## config.mk

```make
export PLATFORM = sky130hd
export DESIGN_NAME = booth_seq_multiplier
export DESIGN_NICKNAME = d
export VERILOG_FILES = /design/src/rtl/booth_seq_multiplier.sv
export SDC_FILE = /design/constraint.sdc
export NUM_CORES = 1
export LEC_CHECK = 0
export CAP_MARGIN = 20
export CORE_AREA = 2 2 112 114
export DETAILED_ROUTE_END_ITERATION = 10
export DIE_AREA = 0 0 114 116
export PLACE_DENSITY_LB_ADDON = 0.25
export RECOVER_POWER = 25
export SLEW_MARGIN = 25
export SYNTH_ARGS = -nofsm -noshare
export SYNTH_HDL_FRONTEND = slang
export SYNTH_SLANG_ARGS = --single-unit
```

## constraint.sdc

```tcl
create_clock -name clk -period 4.45 [get_ports clk]
set_clock_uncertainty 0.15 [all_clocks]
set_input_delay 1.335 -clock clk [delete_from_list [all_inputs] [get_ports clk]]
set_output_delay 1.335 -clock clk [all_outputs]
set_load 0.005 [all_outputs]
```

## src/rtl/booth_seq_multiplier.sv

```systemverilog
// rtl/booth_seq_multiplier.sv - iterative signed radix-4 Booth multiplier with valid/ready handshakes
// Optional BOOTH_SEQ_EARLY_TERM_EN: finish as soon as the remaining multiplier digits all recode to zero.

module booth_encoder (
    input  logic [2:0] code,
    output logic       neg,
    output logic       zero,
    output logic       one,
    output logic       two
);
    assign zero = (code == 3'b000) || (code == 3'b111);
    assign one  = code[1] ^ code[0];
    assign two  = (code == 3'b011) || (code == 3'b100);
    // Only the -1/-2 codes set neg, so it never pairs with a zero selection.
    assign neg  = code[2] & ~(code[1] & code[0]);
endmodule

module booth_seq_multiplier #(
    parameter int WIDTH = 8
) (
    input  logic                 clk,
    input  logic                 rst,
    input  logic                 in_valid,
    output logic                 in_ready,
    input  logic [WIDTH-1:0]     a,
    input  logic [WIDTH-1:0]     b,
    output logic                 out_valid,
    input  logic                 out_ready,
    output logic [2*WIDTH-1:0]   product,
    output logic                 busy
);
    localparam int N     = WIDTH / 2;
    localparam int P     = 2 * WIDTH;
    localparam int CNT_W = (N > 1) ? $clog2(N) : 1;

    typedef enum logic [1:0] {S_IDLE, S_CALC, S_DONE} state_t;

    state_t             state_q, state_d;
    logic [CNT_W-1:0]   cnt_q, cnt_d;
    logic [P-1:0]       acc_q, acc_d;
    logic [P-1:0]       mcand_q, mcand_d;
    logic [WIDTH:0]     mshift_q, mshift_d;
    logic [P-1:0]       product_q, product_d;

    logic               enc_neg, enc_zero, enc_one, enc_two;
    logic [P-1:0]       pp_mag, pp, acc_sum;
    logic               early;
    logic               last_iter;

    booth_encoder u_enc (
        .code (mshift_q[2:0]),
        .neg  (enc_neg),
        .zero (enc_zero),
        .one  (enc_one),
        .two  (enc_two)
    );

    always_comb begin
        pp_mag = '0;
        if (!enc_zero) begin
            if (enc_one) begin
                pp_mag = mcand_q;
            end else if (enc_two) begin
                pp_mag = mcand_q << 1;
            end
        end
        pp      = enc_neg ? (~pp_mag + {{(P-1){1'b0}}, 1'b1}) : pp_mag;
        acc_sum = acc_q + pp;
    end

`ifdef BOOTH_SEQ_EARLY_TERM_EN
    // mshift is sign-filled, so all-equal bits mean every remaining code is 000 or 111.
    assign early = (mshift_q == '0) || (mshift_q == '1);
`else
    assign early = 1'b0;
`endif

    assign last_iter = early || (cnt_q == CNT_W'(N - 1));

    always_comb begin
        state_d   = state_q;
        cnt_d     = cnt_q;
        acc_d     = acc_q;
        mcand_d   = mcand_q;
        mshift_d  = mshift_q;
        product_d = product_q;
        case (state_q)
            S_IDLE: begin
                if (in_valid) begin
                    state_d  = S_CALC;
                    mcand_d  = {{WIDTH{a[WIDTH-1]}}, a};
                    mshift_d = {b, 1'b0};
                    acc_d    = '0;
                    cnt_d    = '0;
                end
            end
            S_CALC: begin
                acc_d    = acc_sum;
                mcand_d  = mcand_q << 2;
                mshift_d = {{2{mshift_q[WIDTH]}}, mshift_q[WIDTH:2]};
                cnt_d    = cnt_q + 1'b1;
                if (last_iter) begin
                    state_d   = S_DONE;
                    product_d = acc_sum;
                end
            end
            S_DONE: begin
                if (out_ready) begin
                    state_d = S_IDLE;
                end
            end
            default: state_d = S_IDLE;
        endcase
    end

    always_ff @(posedge clk or posedge rst) begin
        if (rst) begin
            state_q   <= S_IDLE;
            cnt_q     <= '0;
            acc_q     <= '0;
            mcand_q   <= '0;
            mshift_q  <= '0;
            product_q <= '0;
        end else begin
            state_q   <= state_d;
            cnt_q     <= cnt_d;
            acc_q     <= acc_d;
            mcand_q   <= mcand_d;
            mshift_q  <= mshift_d;
            product_q <= product_d;
        end
    end

    assign in_ready  = (state_q == S_IDLE);
    assign out_valid = (state_q == S_DONE);
    assign busy      = (state_q != S_IDLE);
    assign product   = product_q;
endmodule

```

## After elaboration in Yosys (flattened, before gate mapping)

Cells that the tools add are included.

| word-level totals | value |
|---|---|
| input bits | 20 |
| logic and storage cells | 51 |
| output and inout bits | 19 |
| flip-flop bits (word level) | 61 |

| cells by class | value |
|---|---|
| equality and inequality tests | 9 |
| reduce and logical (&&, ||, !) cells | 10 |
| $add $sub $neg | 3 |
| bitwise logic cells | 6 |
| multiplexer cells | 16 |

Operator list:

| cell | count |
|---|---|
| 2-to-1 mux 16 bit | 6 |
| one-hot mux 16 bit (2 select lines) | 2 |
| one-hot mux 9 bit (2 select lines) | 1 |
| adder 16 x 1 -> 16 bit, second input constant | 1 |
| adder 16 bit | 1 |
| inverter 16 bit | 1 |
| 2-to-1 mux 9 bit | 1 |
| 2-to-1 mux 2 bit | 4 |
| equality test 3 bit, second input constant | 2 |
| one-hot mux 2 bit (3 select lines) | 1 |
| AND reduction 3 bit | 2 |
| equality test 2 bit, second input constant | 2 |
| inequality test 2 bit, second input constant | 2 |
| one-hot mux 2 bit (2 select lines) | 1 |
| AND reduction 2 bit | 2 |
| nonzero test 2 bit | 2 |
| equality test 3 x 2 -> 1 bit, second input constant | 1 |
| zero test 3 bit | 1 |
| adder 2 x 1 -> 2 bit, second input constant | 1 |
| bitwise AND 1 bit | 2 |
| equality test 2 x 1 -> 1 bit, second input constant | 1 |
| zero test 2 bit | 1 |
| logical OR 1 bit | 2 |
| inequality test 2 x 1 -> 1 bit, second input constant | 1 |
| other kinds (2) | 3 |

## Depth between registers and ports, before layout

Gate-level depths: netlist of run 1.

| depth | value |
|---|---|
| word-level depth | 10 |
| mapped depth | 22 |
| depth with buffers taken out | 19 |

## Hierarchy

Synthesis of run 1 repeated with hierarchy kept, for this count alone.

| unflattened totals | value |
|---|---|
| cells, all modules | 441 |
| area, all modules | 3936.3 µm² |

Modules (own cells, without submodules):

| module | area an instance (µm²) | cells an instance | instances | sequential area each (µm²) |
|---|---|---|---|---|
| booth_seq_multiplier | 3875.0 | 434 | 1 | 1526.5 |
| booth_encoder | 61.3 | 7 | 1 | 0.0 |

## Worst setup path after synthesis of run 1

No wires, ideal clock.

| timing path | value |
|---|---|
| path type | register to register |
| from | register mshift_q[0] |
| to | register acc_q[15] |
| arrival | 4274 ps |
| setup slack | -103 ps |
| buffers on the path | 2 |
| cell stages (with the launch flop) | 20 |
| path through | dfrtp_1 inv_1 ha_1 buf_2 nand2_1 a21boi_0 or4_4 nor3_4 o21ai_1 a221oi_1 a32oi_1 ha_1 clkbuf_1 and4_1 nor2b_1 nor4_1 a21oi_1 o211ai_1 mux2i_1 a2111o_1 |

| on the way | value |
|---|---|
| cells in the longest elaborated chain, start to end | 10 |

Ends and longest elaborated chain:

| what | RTL line | source |
|---|---|---|
| from (decl) | 42 | `logic [WIDTH:0] mshift_q, mshift_d;` |
| from (signal assigned) | 129 | `mshift_q <= mshift_d;` |
| equality test 3 x 2 -> 1 bit / equality test 3 bit (equally long branches) | 13 | `assign two = (code == 3'b011) \|\| (code == 3'b100);` |
| logical OR 1 bit | 13 |  |
| 2-to-1 mux 16 bit | 63 | `end else if (enc_two) begin` |
| 2-to-1 mux 16 bit | 61 | `if (enc_one) begin` |
| 2-to-1 mux 16 bit | 60 | `if (!enc_zero) begin` |
| inverter 16 bit | 67 | `pp = enc_neg ? (~pp_mag + {{(P-1){1'b0}}, 1'b1}) : pp_mag;` |
| adder 16 x 1 -> 16 bit | 67 |  |
| 2-to-1 mux 16 bit (*) | 67 |  |
| adder 16 bit (*) | 68 | `acc_sum = acc_q + pp;` |
| one-hot mux 16 bit (2 select lines) (*) | 87 | `case (state_q)` |
| to (signal assigned) | 120 | `acc_q <= '0;` |
| to (signal assigned) | 127 | `acc_q <= acc_d;` |
| to (decl) | 40 | `logic [P-1:0] acc_q, acc_d;` |

Mark *: on every way between the ends. The rest lies on a longest branch, timed or not.
A chain may end at the register's enable or synchronous reset.

## Worst setup path after layout of run 1

Ends and elaborated chain as after synthesis.

==> impl_results.md, run 1 <==
- Status: complete, but fails checks
- Failing checks: capacitance limit, slew limit
- Fraction of layout cells with a size suffix above 1: 17.78%
- Min-delay src: product[8]
- Fin nets: 577
- Final period util: 99.68%
- Netlist cell types: 66
- R2R Path End: acc_q[15]
- Die area: 0.01322 mm^2
- Die height: 116 um
- R2R cell count: 22
- H-tree levels: 3
- Sink of the worst hold path: product[8]
- HPWL Detailed: 7438 um
- Final setup vio count: 0
- Post-synth ARST share: 100.0%
- Post-synth EDFFs: 0
- Share of the synthesized area in the top cell type: 36.13%
- Gr usage total: 16.70%
- Routed vias/inst: 5.364
- Number of DRC violations after detailed-routing iteration 0: 176
- Worst Setup SP: mshift_q[0]
- CTS tree: done
- Routed Antenna Nets: 0
- DRC: 0
- First-pass iteration count of the detailed router: 5
- Largest cells by area after synthesis: dfrtp_1 36%, ha_1 6.2%, o21ai_0 6.2%
- Final hold slack: 0.3303 ns
- Die W: 114 um
- P per Cell Area: 932.0 mW/mm^2
- Flop2flop setup slack: 0.01 ns
- Maximum VDD drop: 342.2 uV
- Hold violation count in the final report: 0
- Initial antenna violation count: 0
- Row count: 40
- Mapped Cells: 474
- Maxcap violations: 1
- Core area: 0.01191 mm^2
- Mapped cell area: 0.004225 mm^2
- Rel. slew slack: -1.913%
- Ys flop type: dfrtp_1
- I/O pin total: 39
- Largest net degree at the start of global routing: 62
- Clk root buf: clkbuf_16
- CTS Sinks: 61
- Hold Buf Count CTS: 0
- Final Wtd Congestion: 0.8784
- Mean post-synth cell area: 8.914 um^2
- Worst setup EP type: flip-flop
- FF+latch count, synth: 61
- Total power: 5.019 mW
- Vias in the first global route: 3518
- Total CTS buffers: 9
- CP required: 4.51 ns
- Worst Hold Class: reg -> reg
- Clock buffer depth: 2
- Pleak: 2.366 nW
- Wirelength, routed: 10570 um
- CP max FO: 12
- Max Clk Rate: 225.4 MHz
- Worst skew pair latency: 0.33 ns
- Period minus WS final: 4.436 ns
- Hold path depth: 2
- Synth area leader: dfrtp_1
- Placed Area: 0.004937 mm^2
- Overall via count from detail_route: 3685
- R2R Path Start: mshift_q[0]
- Diodes inserted: 0
- RSZ-0062 raised after global routing: true
- Register area share after synthesis: 36.13%
- # port buffers: 38
- Area Overhead vs Synth: 27.45%
- CP startpoint kind: flip-flop
- Synth warn: 0
- Drt wl/cell: 15.38 um
- Worst-Margin Slew: 1.529 ns
- Initial core utilization: 35.47%
- Global-route wire length before repair: 17510 um
- WS Path Type: reg -> reg
- Synthesized Nets: 516
- Slew Limit Fails: 62
- Clock-pin slew on the worst setup and hold paths: 0.05 ns
- WP data arrival: 4.49 ns
- Gr ovfl total: 0
- Fin area: 0.005385 mm^2
registers in the layout (all words and copies together) (netlist names):
| register | count |
|---|---|
| cnt_q | 2 |
| acc_q | 16 |
| mshift_q | 9 |
| state_q | 2 |
| product | 16 |
| mcand_q | 16 |
cell usage in the layout, fill, tap and decap left out, drive strengths merged, types with 16 or more instances in the layout:
| master | n |
|---|---|
| inv | 16 |
| nand2 | 54 |
| dfrtp | 61 |
| clkdlybuf4s50 | 36 |
| ha | 21 |
| clkbuf | 16 |
| buf | 42 |
| nor2 | 20 |
| o21ai | 58 |
| a21oi | 39 |
cells by family (layout without fill, tap and decap cells):
kind of cell | Yosys count | after routing | synth area share [%]
AND/OR/NAND/NOR | 138 | 138 | 17.68
buffers and inverters | 50 | 116 | 5.123
XOR/XNOR | 20 | 20 | 4.146
multiplexers | 17 | 17 | 4.383
adder cells (fa/ha/maj) | 22 | 22 | 6.692
flip-flops | 61 | 61 | 36.13
AO/OA/AOI/OAI | 166 | 166 | 25.85
metrics by stage:
step | utilization, % | cells | worst slack (ns) | setup TNS [ns]
3_5_place_dp | 41.45 | 662 | -0.08822 | -0.08822
3_3_place_gp | 41.45 | 662 | 0.01881 | 0
6_report | 45.21 | 687 | 0.01426 | 0
5_1_grt | 45.21 | 687 | -0.2439 | -0.3622
4_1_cts | 44.46 | 681 | 0.05757 | 0
2_1_floorplan | - | 474 | 0.005714 | 0
routing by layer:
layer  track usage [%]  share of wire, %  vias up
met5                 0                 0        -
met4             5.366               1.2        0
met3             3.661               4.1       12
met2             27.02                47       68
met1             22.37                48     1757
li1                  -                 -     1848
how the worst max path moves through the flow:
stage / end / cells past startpoint / slack [ns]
2_1_floorplan: acc_q[15] / 19 / 0.006
3_3_place_gp: acc_q[14] / 16 / 0.02
4_1_cts: acc_q[15] / 18 / 0.06
3_5_place_dp: acc_q[15] / 18 / -0.09
5_1_grt: acc_q[15] / 21 / -0.24
6_report: acc_q[15] / 22 / 0.01
worst max-delay path, stage by stage (launching register included):
cell and delay [ns]:
dfrtp_1 0.40, inv_2 0.08, ha_4 0.22, buf_8 0.15, or4b_4 0.52, o31ai_4 0.11
buf_6 0.16, a222oi_1 0.09, buf_4 0.17, nand3_2 0.08, nand2_2 0.07, xor2_2 0.18
buf_4 0.15, buf_4 0.12, ha_1 0.26, a21oi_1 0.12, o21ai_1 0.11, nor4_2 0.27
buf_4 0.16, a21oi_2 0.06, o211ai_1 0.18, mux2i_1 0.11, a2111o_1 0.39
layout make-up:
cell class              count  area, um^2
repair buffers             83       732.0
well taps                 147       183.9
clock buffers              13       270.3
fillers                  1148        6526
multi-input cells         363        2566
flip-flops and latches     61        1526
clock inverters             3       42.54
inverters                  17       63.81
Yosys cell counts, drive strengths merged, types with 8 or more instances:
library cell,instances
inv,17
a22oi,13
nand3b,8
and3b,12
o21ai,58
clkbuf,26
a21oi,39
ha,21
xor2,13
a22o,13
dfrtp,61
nand2,54
mux2,12
nor2,20
report_power, final:
group,internal (mW),switching [mW]
clock,0.478,0.245
sequential,0.808,0.230
combinational,1.57,1.68
total,2.86,2.16
timing repair:
action / in CTS / in global routing
resized for setup: 4 / 15
setup buffers: 3 / 6
pin swaps: 3 / 6
setup endpoints to repair: 2 / 6
Note: power is estimated with default switching activity, not from simulation.
==> inputs of run 2 (changes only) <==
--- a/config.mk
+++ b/config.mk
@@ -7,10 +7,12 @@
 export LEC_CHECK = 0
 export CAP_MARGIN = 20
 export CORE_AREA = 2 2 112 114
+export CTS_BUF_LIST = sky130_fd_sc_hd__clkbuf_4 sky130_fd_sc_hd__clkbuf_8
 export DETAILED_ROUTE_END_ITERATION = 10
 export DIE_AREA = 0 0 114 116
 export PLACE_DENSITY_LB_ADDON = 0.25
 export RECOVER_POWER = 25
+export REMOVE_ABC_BUFFERS = 1
 export SLEW_MARGIN = 25
 export SYNTH_ARGS = -nofsm -noshare
 export SYNTH_HDL_FRONTEND = slang
==> impl_results.md, run 2 (synthesis gave the netlist of run 1 again) <==
- Routed Antenna Nets: 0
- HPWL Detailed: 7730 um
- CTS Sinks: 61
- Largest net degree at the start of global routing: 45
- Rel. slew slack: -33.42%
- Drt wl/cell: 15.55 um
- Diodes inserted: 0
- Row count: 40
- Logic pwr share: 68.3%
- Setup_tns: 0 ns
- Area Overhead vs Synth: 28.63%
- Fin nets: 587
- Hold Buf Count CTS: 0
- WS Path Type: reg -> reg
- Sw frac: 43.93%
- Commonest non-fill, non-tap cells in the layout: 61 x dfrtp_1, 53 x nand2_1, 51 x o21ai_0, 51 x buf_4, 37 x clkdlybuf4s50_1
- Hold violation count in the final report: 0
- RSZ-0062 raised after global routing: true
- Gr usage total: 17.53%
- Initial core utilization: 35.47%
- Final period util: 99.41%
- Flop pwr share: 20.7%
- # port buffers: 38
- Final setup vio count: 0
- Worst setup EP type: flip-flop
- WP data arrival: 4.52 ns
- I/O pin total: 39
- Worst path bufs/invs: 5
- Final Wtd Congestion: 0.8743
- P per Cell Area: 942.9 mW/mm^2
- Placed insts: 674
- Number of DRC violations after detailed-routing iteration 0: 169
- Initial antenna violation count: 0
- Power share of the clock group: 10.9%
- Fraction of layout cells with a size suffix above 1: 21.45%
- Most common cell after layout, fill and taps aside: dfrtp_1
- Pint: 2.874 mW
- CP required: 4.54 ns
- Worst skew pair latency: 0.36 ns
- CP max FO: 8
- Total CTS buffers: 9
- Maximum VDD drop: 266.1 uV
- Clock-pin slew on the worst setup and hold paths: 0.08 ns
- Post-Layout Cell Count: 697
- Clock buffer depth: 2
- Vias in the first global route: 3791
- Period minus WS final: 4.424 ns
- Final hold slack: 0.3324 ns
- CP top delay family: simple AND/OR/NAND/NOR gates
- Slowest-stage cell, CP: or4_4
- Die height: 116 um
- Gr ovfl total: 0
- Wirelength, routed: 10840 um
- Die area: 0.01322 mm^2
- Failing checks: capacitance limit, slew limit
- Status: complete, but fails checks
- DRC: 0
- Clk root buf: clkbuf_8
- H-tree levels: 3
- Overall via count from detail_route: 3838
- Global-route wire length before repair: 18320 um
- Worst-Margin Slew: 1.990 ns
- Final Util: 45.63%
- Slowest stage delay, CP: 0.59 ns
- CTS tree: done
- Pleak: 2.391 nW
- Slew Limit Fails: 45
- Max Clk Rate: 226.0 MHz
- Most used cell, CP: buf_4
- Die W: 114 um
- Maxcap violations: 1
- Core area: 0.01191 mm^2
- Critical Path, Cell by Cell: inv_2, ha_4, nand3b_1, a21boi_2, or4_4, nor4b_4, buf_4, a21oi_2, xnor2_1, ha_1, buf_6, a21oi_4, o21ai_2, nor4_2, buf_4, a21oi_2, buf_4, nor2_4, nor3b_2, a2111o_1
- NetSw: 2.251 mW
- Routed vias/inst: 5.506
- First-pass iteration count of the detailed router: 6
- Worst Hold Class: reg -> reg
- CP startpoint kind: flip-flop
[run 2: cell types whose count changed in the layout (fill, tap and decap cells not counted), sizes merged]
cell / change
clkdlybuf4s50: +1
dlygate4sd3: -1
clkinvlp: +1
clkinv: +1
bufinv: +1
clkbuf: -6
buf: +13
[run 2: routing by layer]
layer,vias to the layer above,wire length (um),track usage (%)
li1,1869,-,-
met1,1860,5223,22.95
met2,91,4973,28.49
met3,18,410,3.609
met4,0,228,7.073
met5,-,0,0
[run 2: cell type report]
cell class,count,area [um^2]
fillers,1164,6476
clock buffers,10,137.6
clock inverters,6,86.33
well taps,147,183.9
inverters,17,65.06
flip-flops and latches,61,1526
repair buffers,93,808.3
multi-input cells,363,2628
[run 2: timing repair]
item                                    CTS  global route
endpoints found under the hold margin     0             0
resized for setup                         6            26
endpoints found under the setup margin    3             8
pin swaps                                 3            20
buffers inserted                          0             7
[run 2: worst min-delay path: stages (launching register included)]
cell and delay, ns:
dfrtp_1 0.35, nand2_1 0.04, o21ai_0 0.06
[run 2: path summary, 6_finish.rpt]
check	depth (start not counted)	slack, ns	end	startpoint
worst max-delay path	20	0.03	acc_q[15]	mshift_q[1]
max in group asynchronous	3	1.40	product[7]	rst
worst max register to register	20	0.03	acc_q[15]	mshift_q[1]
worst min-delay path	2	0.33	product[1]	product[1]
min in group asynchronous	2	1.79	mcand_q[0]	rst
worst min register to register	2	0.33	product[1]	product[1]
[run 2: power groups by stage]
stage	combinational (mW)	sequential (mW)	clock, mW
after floorplan	2.00	1.01	0
after global placement	3.05	1.05	0
after detailed placement	3.13	1.06	0
after CTS	3.19	1.05	0.579
after global routing	3.89	1.10	0.600
final	3.50	1.06	0.560
[run 2: through the flow]
stage	cell area, um^2	power [mW]	worst slack (ns)
global route	5435	5.585	-0.1665
global placement	5001	4.108	-0.001321
CTS	5259	4.821	0.01895
detailed placement	5001	4.193	-0.1839
floorplan	4073	3.008	-0.2269
finish	5435	5.125	0.02615
